--- src/rtl/fetch_queue.sv ---
// fetch_queue: parametrised instruction-fetch front end.
//   Issues sequential PC reads to a fixed-latency instruction memory, tracks
//   in-flight reads in a MEM_LAT-deep shift register, buffers returned words
//   in a DEPTH-entry queue and presents {instr, pc} over valid/ready.
//
// Ports:
//   clk, rst            clock, synchronous active-high reset
//   halt                block issue and hide the queue head (in-flight reads still land)
//   flush, redirect_tgt kill queue and in-flight reads, reload PC
//   mem_read_en/addr    read request to instruction memory
//   mem_read_data       read data, valid MEM_LAT cycles after the request
//   out_valid/ready     decode handshake
//   out_instr, out_pc   queue head payload
//   perf_issued/killed  performance counters
//
// Optional build macro: FETCH_QUEUE_PERF_EN enables the performance counters;
// without it both perf ports are tied to zero.
module fetch_queue #(
   parameter int unsigned       ADDR_W   = 32,
   parameter int unsigned       DATA_W   = 32,
   parameter int unsigned       MEM_LAT  = 2,
   parameter int unsigned       DEPTH    = 4,
   parameter int unsigned       PC_STEP  = 4,
   parameter logic [ADDR_W-1:0] RESET_PC = '0
) (
   input  logic              clk,
   input  logic              rst,
   input  logic              halt,
   input  logic              flush,
   input  logic [ADDR_W-1:0] redirect_tgt,
   output logic              mem_read_en,
   output logic [ADDR_W-1:0] mem_read_addr,
   input  logic [DATA_W-1:0] mem_read_data,
   output logic              out_valid,
   input  logic              out_ready,
   output logic [DATA_W-1:0] out_instr,
   output logic [ADDR_W-1:0] out_pc,
   output logic [31:0]       perf_issued,
   output logic [31:0]       perf_killed
);

   localparam int unsigned PTR_W     = $clog2(DEPTH);
   localparam int unsigned CNT_W     = PTR_W + 1;
   localparam int unsigned LAT_CNT_W = $clog2(MEM_LAT + 1);
   localparam int unsigned CRED_W    = CNT_W + LAT_CNT_W;

   // Control registers
   logic [ADDR_W-1:0]  pc_q, pc_d;
   logic [CNT_W-1:0]   count_q, count_d;
   logic [PTR_W-1:0]   rd_ptr_q, rd_ptr_d;
   logic [PTR_W-1:0]   wr_ptr_q, wr_ptr_d;
   logic [MEM_LAT-1:0] vld_sr_q, vld_sr_d;

   // Datapath storage (no reset needed; validity is tracked by control state)
   logic [ADDR_W-1:0]  pc_sr_q     [MEM_LAT];
   logic [DATA_W-1:0]  instr_mem_q [DEPTH];
   logic [ADDR_W-1:0]  pc_mem_q    [DEPTH];

   logic [LAT_CNT_W-1:0] inflight_c;
   logic [CRED_W-1:0]    credits_c;
   logic                 issue_c;
   logic                 ret_vld_c;
   logic                 push_c;
   logic                 pop_c;
   logic                 head_vld_c;

   // Credit check: queued entries plus reads still in the memory pipe
   always_comb begin
      inflight_c = '0;
      for (int unsigned i = 0; i < MEM_LAT; i++) begin
         inflight_c = inflight_c + LAT_CNT_W'(vld_sr_q[i]);
      end
      credits_c = CRED_W'(count_q) + CRED_W'(inflight_c);
      issue_c   = !rst && !flush && !halt && (credits_c < CRED_W'(DEPTH));
   end

   // The oldest shift-register stage lines up with the cycle its data returns
   assign ret_vld_c  = vld_sr_q[MEM_LAT-1];
   assign head_vld_c = (count_q != '0);
   assign push_c     = ret_vld_c && !flush && !rst;
   assign pop_c      = out_valid && out_ready && !flush;

   assign mem_read_en   = issue_c;
   assign mem_read_addr = pc_q;
   assign out_valid     = head_vld_c && !halt && !rst;
   assign out_instr     = head_vld_c ? instr_mem_q[rd_ptr_q] : '0;
   assign out_pc        = head_vld_c ? pc_mem_q[rd_ptr_q]    : '0;

   // Next-state logic
   always_comb begin
      pc_d     = pc_q;
      count_d  = count_q;
      rd_ptr_d = rd_ptr_q;
      wr_ptr_d = wr_ptr_q;
      vld_sr_d = '0;

      if (flush) begin
         pc_d     = redirect_tgt;
         count_d  = '0;
         rd_ptr_d = '0;
         wr_ptr_d = '0;
      end else begin
         if (issue_c) begin
            pc_d = pc_q + ADDR_W'(PC_STEP);
         end
         vld_sr_d[0] = issue_c;
         for (int unsigned i = 1; i < MEM_LAT; i++) begin
            vld_sr_d[i] = vld_sr_q[i-1];
         end
         if (push_c) begin
            wr_ptr_d = wr_ptr_q + PTR_W'(1);
         end
         if (pop_c) begin
            rd_ptr_d = rd_ptr_q + PTR_W'(1);
         end
         count_d = count_q + CNT_W'(push_c) - CNT_W'(pop_c);
      end
   end

   // Control state register
   always_ff @(posedge clk) begin
      if (rst) begin
         pc_q     <= RESET_PC;
         count_q  <= '0;
         rd_ptr_q <= '0;
         wr_ptr_q <= '0;
         vld_sr_q <= '0;
      end else begin
         pc_q     <= pc_d;
         count_q  <= count_d;
         rd_ptr_q <= rd_ptr_d;
         wr_ptr_q <= wr_ptr_d;
         vld_sr_q <= vld_sr_d;
      end
   end

   // PC tracking pipe, parallel to the valid bits
   always_ff @(posedge clk) begin
      pc_sr_q[0] <= pc_q;
      for (int unsigned i = 1; i < MEM_LAT; i++) begin
         pc_sr_q[i] <= pc_sr_q[i-1];
      end
   end

   // Queue storage write
   always_ff @(posedge clk) begin
      if (push_c) begin
         instr_mem_q[wr_ptr_q] <= mem_read_data;
         pc_mem_q[wr_ptr_q]    <= pc_sr_q[MEM_LAT-1];
      end
   end

   // Issue credits must make a return into a full queue impossible
   overflow_chk: assert property (@(posedge clk) disable iff (rst)
      push_c |-> (count_q != CNT_W'(DEPTH)));

`ifdef FETCH_QUEUE_PERF_EN
   logic [31:0] perf_issued_q;
   logic [31:0] perf_killed_q;

   // Issue count and number of reads discarded by flush
   always_ff @(posedge clk) begin
      if (rst) begin
         perf_issued_q <= '0;
         perf_killed_q <= '0;
      end else begin
         if (issue_c) begin
            perf_issued_q <= perf_issued_q + 32'd1;
         end
         if (flush) begin
            perf_killed_q <= perf_killed_q + 32'(credits_c);
         end
      end
   end

   assign perf_issued = perf_issued_q;
   assign perf_killed = perf_killed_q;
`else
   assign perf_issued = '0;
   assign perf_killed = '0;
`endif

endmodule

--- config.mk ---
export PLATFORM = sky130hd
export DESIGN_NAME = fetch_queue
export DESIGN_NICKNAME = d
export VERILOG_FILES = /design/src/rtl/fetch_queue.sv
export SDC_FILE = /design/constraint.sdc
export NUM_CORES = 1
export LEC_CHECK = 0
export CAP_MARGIN = 20
export CORE_ASPECT_RATIO = 2
export CORE_MARGIN = 2
export CORE_UTILIZATION = 43
export CTS_CLUSTER_DIAMETER = 80
export DETAILED_ROUTE_END_ITERATION = 16
export PLACE_DENSITY_LB_ADDON = 0.3
export SLEW_MARGIN = 20
export SYNTH_ARGS = -nofsm -noshare
export SYNTH_HDL_FRONTEND = slang
export SYNTH_SLANG_ARGS = --single-unit
--- constraint.sdc ---
create_clock -name clk -period 3.2 [get_ports clk]
set_input_delay 0.8 -clock clk [delete_from_list [all_inputs] [get_ports clk]]
set_output_delay 0.8 -clock clk [all_outputs]
set_load 0.01 [all_outputs]
=== Yosys cells after proc, flatten, opt, wreduce, memory -nomap -nowiden ===
Memory sizes are Yosys's and may differ from the RTL's. A register that Yosys moved wholly into a read port is not among the register bits.
Cells that the tools add are included.

* Reductions and logical operators: 15
* Order comparisons: 1
* Multiplexer cells: 10
* Add/subtract/negate cells: 7

{| class="wikitable"
|+ Operators by type and width
! kind !! number
|-
| 2-to-1 mux 32 bit || 4
|-
| adder 32 x 3 -> 32 bit, second input constant || 1
|-
| logical AND 1 bit || 9
|-
| 2-to-1 mux 2 bit || 4
|-
| adder 2 x 1 -> 2 bit, second input constant || 2
|-
| adder 3 x 2 -> 4 bit || 1
|-
| < comparator 4 x 3 -> 1 bit, second input constant || 1
|-
| adder 3 x 1 -> 3 bit || 1
|-
| zero test 1 bit || 3
|-
| nonzero test 3 bit || 1
|-
| subtractor 3 x 1 -> 3 bit || 1
|-
| adder 1 x 1 -> 2 bit || 1
|-
| 2-to-1 mux 1 bit || 2
|-
| nonzero test 2 bit || 1
|-
| OR reduction 2 bit || 1
|}

* Output and inout bits: 162
* Input port bits: 69
* Bits in registers: 41
* Logic and storage cells: 41
* Memories: 3
* Bits in writable memories: 320

{| class="wikitable"
|+ Memory list
! memory !! words !! width !! rd ports !! clocked after Yosys merged registers in !! write ports !! RTL line !! RTL
|-
| instr_mem_q || 4 || 32 || 1 || 1 || 1 || 56 || <nowiki>logic [DATA_W-1:0] instr_mem_q [DEPTH];</nowiki>
|-
| pc_mem_q || 4 || 32 || 1 || 1 || 1 || 57 || <nowiki>logic [ADDR_W-1:0] pc_mem_q [DEPTH];</nowiki>
|-
| pc_sr_q || 2 || 32 || 2 || 0 || 2 || 55 || <nowiki>logic [ADDR_W-1:0] pc_sr_q [MEM_LAT];</nowiki>
|}

=== Logic depth before layout (Yosys ltp) ===
* Word-level depth: 7
* Mapped depth: 10
* Gate-level depth less buffers: 8

=== Least setup slack after synthesis ===
OpenSTA, ideal clock, no wires.

* Kind: input to register
* Start: in flush
* End: mem instr_mem_q[0][0] (enable)
* Data arrival time: 2.829 ns
* Path slack: -0.058 ns
* Stages on the path: 3
* Required time: 2.771 ns
* Path buffers: 1
* Path through: clkbuf_1 > nor2_1 > and3_1

* Cells in the longest elaborated chain, start to end: 5

{| class="wikitable"
|+ Ends and longest elaborated chain
! what !! RTL line !! RTL
|-
| start: declaration || 29 || <nowiki>input logic flush,</nowiki>
|-
| zero test 1 bit || 80 || <nowiki>assign push_c = ret_vld_c && !flush && !rst;</nowiki>
|-
| logical AND 1 bit (2 in a row) || 80 ||
|-
| 2-to-1 mux 1 bit || 147 || <nowiki>if (push_c) begin</nowiki>
|-
| 2-to-1 mux 1 bit (implied by the code) || 148 || <nowiki>instr_mem_q[wr_ptr_q] <= mem_read_data;</nowiki>
|-
| end: declaration || 56 ||
|}

No other way between the ends.

=== Worst setup path in the final report ===
* Start: reg count_q[2]
* End: out out_pc[20]

* Cells in the longest elaborated chain, start to end: 2

{| class="wikitable"
|+ Ends and longest elaborated chain
! what !! RTL line !! RTL
|-
| start: declaration || 49 || <nowiki>logic [CNT_W-1:0] count_q, count_d;</nowiki>
|-
| start signal: assignment || 130 || <nowiki>count_q <= count_d;</nowiki>
|-
| nonzero test 3 bit || 79 || <nowiki>assign head_vld_c = (count_q != '0);</nowiki>
|-
| 2-to-1 mux 32 bit || 87 || <nowiki>assign out_pc = head_vld_c ? pc_mem_q[rd_ptr_q] : '0;</nowiki>
|-
| end: declaration || 37 || <nowiki>output logic [ADDR_W-1:0] out_pc,</nowiki>
|}

No other way between the ends.

==> results_dict.tcl <==
set metrics [dict create \
    power_after_layout_mw 9.18 \
    status "completed" \
    critPathLaunchType "flop" \
    numPlacedInstances 1397 \
    syn-instance-count 816 \
    cts-htree-levels 1 \
    worst_r2r_startpoint "count_q[0]$_SDFF_PP0_" \
    combinational_family_with_the_most_area_after_synthesis "multiplexers" \
    route.antenna.remaining_nets 0 \
    type_of_element_capturing_the_critical_path "output port" \
    most_frequent_standard_cell_in_the_layout_excluding_fill_and_tap_cells "sky130_fd_sc_hd__edfxtp_1" \
    ff2ff_setup_slack_ns 0.72 \
    yosys.area_share.simple 0.0772 \
    ys.warnings.count 0 \
    clock_tree.root_cell "sky130_fd_sc_hd__clkbuf_16" \
    worst_min_delay_path_class "flop to flop" \
    wl_per_instance_um 18.9 \
    fin_area_um2 17200 \
    commonest_cells_after_routing_fill_and_taps_aside "sky130_fd_sc_hd__edfxtp_1, sky130_fd_sc_hd__clkdlybuf4s50_1, sky130_fd_sc_hd__dfxtp_1" \
    critPathArrivalTime_ns 2.39 \
    placement.cell_area_um2 16000 \
    clk_latency_ns 0.56 \
    post_layout_nonfiller_instances 1472 \
    combPwrFrac 0.033 \
    final_max_slew_viol_count 0 \
    clk_pin_slew_ns 0.07 \
    core_region_area_um2 31500 \
    vias 7510 \
    criticalPathCategory "flop to output port" \
    die_width_um 131 \
    synth_top_area_share 0.558 \
    ys_seq_area_frac 0.714 \
    syn_area_um2 13800 \
    place.detailed.hpwl_um 17800 \
    fmaxAchievable_mhz 314 \
    synth_top_flop_cell "sky130_fd_sc_hd__edfxtp_1" \
    rsz0062_at_grt "yes" \
    internal-power_mw 7.36 \
    first_global_vias 7812 \
    worstPathMaxFanout 64 \
    antenna-diode-count 0 \
    avgViaCountPerCell 5.10 \
    placement_rows 92 \
    yosys_cell_types 53 \
    xor_xnor_share_of_the_synthesized_area 0.00382 \
    switching_share 0.198 \
    synth_top_cells_by_area "sky130_fd_sc_hd__edfxtp_1, sky130_fd_sc_hd__dfxtp_1, sky130_fd_sc_hd__mux4_2" \
    synth_edf_count 256 \
    worst_hold_path.num_cells 0 \
    clock_sink_count 363 \
    proportion_of_power_drawn_by_flip_flops_and_latches 0.562 \
    hold_viol 0 \
    slew_headroom 0.600 \
    initial_utilization 0.437 \
    critical_register_to_register_path_endpoint "mem_read_addr[29]$_SDFFE_PP0P_" \
    timing.final.crit_share 0.996 \
    synth.ff_latch_count 363 \
    skew_ns 0.0143 \
    compound_gate_portion_of_the_synthesized_area 0.0375 \
    cap_viol_max_count 0 \
    yosys.area.top_type "sky130_fd_sc_hd__edfxtp_1" \
    drt_wl_total_um 27800 \
    drive_gt1_frac 0.175 \
    grt_antenna_before_repair 0 \
    muxShareOfSynthArea 0.108 \
    p_per_area_nw_per_um2 534 \
    switching_power_mw 1.82 \
    drt-initial-drc-count 386 \
    track_usage 0.167 \
    clock_tree.buffer_depth 3 \
    setup_viol 0 \
    worst_hold_path.endpoint "pc_sr_q[0][59]$_DFF_P_" \
    worst-slew-pin-transition_ns 0.600 \
    p_clk_frac 0.405 \
    dieArea_um2 33600 \
    worst_r2r_path_depth 7 \
    gp_congestion 0.867 \
    crit_required_ns 2.40 \
    synth_adder_area_share 0.00963 \
    io_buffer_count 166 \
    global_route_congestion_overflow_total 0 \
    tritoncts_buffer_count 30 \
    final_nets 1104 \
    fin_hold_ws_ns 0.319 \
    floorplan_die_height_um 257 \
    remaining_drc_errors 0 \
    syn-mean-instance-area_um2 16.9 \
    fin_util 0.545 \
    cellLeakagePower_nw 5.98 \
    max-vdd-ir-drop_mv 0.375 \
    area_growth_pct 24.8 \
    worst_hold_startpoint "pc_sr_q[0][27]$_DFF_P_" \
    cts_tree "done" \
    layout.filler_cells 2618 \
    finalCriticalPeriod_ns 3.19 \
    asyncSetResetFlopFracSynth 0 \
    grt_pass1_wl_um 42800 \
    firstDrtPassIters 4 \
    pin_count 231 \
    grt_start_max_net_pins 65 \
]
==> power by group through the flow <==
stage | sequential (mW) | combinational (mW) | clock [mW]
floorplan | 5.26 | 0.162 | 0
global placement | 5.26 | 0.300 | 0
detailed placement | 5.27 | 0.304 | 0
CTS | 5.16 | 0.305 | 3.83
global route | 5.17 | 0.328 | 3.99
finish | 5.16 | 0.305 | 3.72
==> cells in the mapped netlist, types with 2 or more instances <==
cell and count:
sky130_fd_sc_hd__edfxtp_1 256, sky130_fd_sc_hd__nand2_1 39, sky130_fd_sc_hd__clkbuf_1 28, sky130_fd_sc_hd__or4_1 10
sky130_fd_sc_hd__and4_1 5, sky130_fd_sc_hd__nor3_1 3, sky130_fd_sc_hd__o211ai_1 10, sky130_fd_sc_hd__buf_2 9
sky130_fd_sc_hd__nand3_1 9, sky130_fd_sc_hd__dfxtp_1 107, sky130_fd_sc_hd__nor2b_1 65, sky130_fd_sc_hd__buf_4 64
sky130_fd_sc_hd__o2111ai_1 2, sky130_fd_sc_hd__a21oi_1 5, sky130_fd_sc_hd__a31oi_1 20, sky130_fd_sc_hd__o311ai_0 11
sky130_fd_sc_hd__ha_1 9, sky130_fd_sc_hd__or3_1 9, sky130_fd_sc_hd__xor2_1 2, sky130_fd_sc_hd__o21ai_0 2
sky130_fd_sc_hd__a2111oi_0 2, sky130_fd_sc_hd__inv_1 13, sky130_fd_sc_hd__and2_1 4, sky130_fd_sc_hd__xnor2_1 4
sky130_fd_sc_hd__mux2_2 2, sky130_fd_sc_hd__nand4_1 4, sky130_fd_sc_hd__mux4_2 64, sky130_fd_sc_hd__or2_2 2
sky130_fd_sc_hd__a311oi_1 3, sky130_fd_sc_hd__mux2i_1 3, sky130_fd_sc_hd__a211oi_1 6, sky130_fd_sc_hd__nor2_1 17
sky130_fd_sc_hd__and3_1 7
==> sequential cells by signal, summed over array words and instances (netlist names), named ones only <==
signal         flops
count_q            3
instr_mem_q      128
mem_read_addr     32
pc_mem_q         128
pc_sr_q           64
rd_ptr_q           2
vld_sr_q           2
wr_ptr_q           2
==> worst max-delay path, stage by stage (launching register included) <==
cell	delay, ns
sky130_fd_sc_hd__dfxtp_1	0.36
sky130_fd_sc_hd__nor3_2	0.40
sky130_fd_sc_hd__buf_12	0.34
sky130_fd_sc_hd__nor2b_1	0.14
sky130_fd_sc_hd__clkdlybuf4s50_1	0.51
==> layout make-up <==
type                            instances  area, um^2  area share
Sequential cell                       363        9840       0.572
Multi-Input combinational cell        402        3550       0.207
Timing Repair Buffer                  215        2210       0.128
Clock buffer                           45         900      0.0523
Tap cell                              423         529      0.0308
Clock inverter                         11         119     0.00691
Inverter                               13        48.8     0.00284
==> routing by layer <==
layer  up-vias  part of all wire  track usage
met5         -                 0            0
met4         0             0.024       0.0559
met3        34             0.049       0.0214
met2       273              0.56        0.318
met1      3770              0.37        0.186
li1       3433                 -            -
==> worst max path at each step <==
stage	startpoint	to
2_1_floorplan	flush	count_q[1]$_SDFF_PP0_
3_3_place_gp	rst	mem_read_en
3_5_place_dp	rst	mem_read_en
4_1_cts	flop	out_pc[20]
5_1_grt	count_q[2]$_SDFF_PP0_	out_pc[20]
6_report	count_q[2]$_SDFF_PP0_	out_pc[20]
==> repair_timing <==
action / 4_1_cts / 5_1_grt
endpoints found under the setup margin: 64 / 18
gates resized for setup: 55 / 15
buffers inserted: 6 / 13
pin swaps: 2 / 0
hold buffers: 0 / 0
==> per-stage QoR <==
step / setup slack (ns) / setup TNS, ns
floorplan: 0.274 / 0
global placement: 0.0857 / 0
detailed placement: 0.0722 / 0
CTS: -0.0503 / -0.143
global route: -0.0715 / -0.340
finish: 0.0137 / 0
==> logic make-up (layout without fill, tap and decap cells) <==
logic type	count (synthesis)	count (layout)
xor gates and xnor gates	6	6
AOI/OAI and AO/OA	70	70
and+or+nand+nor	183	183
muxes	69	69
DFF	363	363
other	1	64
adders and majority gates	10	10
buffers and inverters	114	284
(Power assumes the default switching activity.)
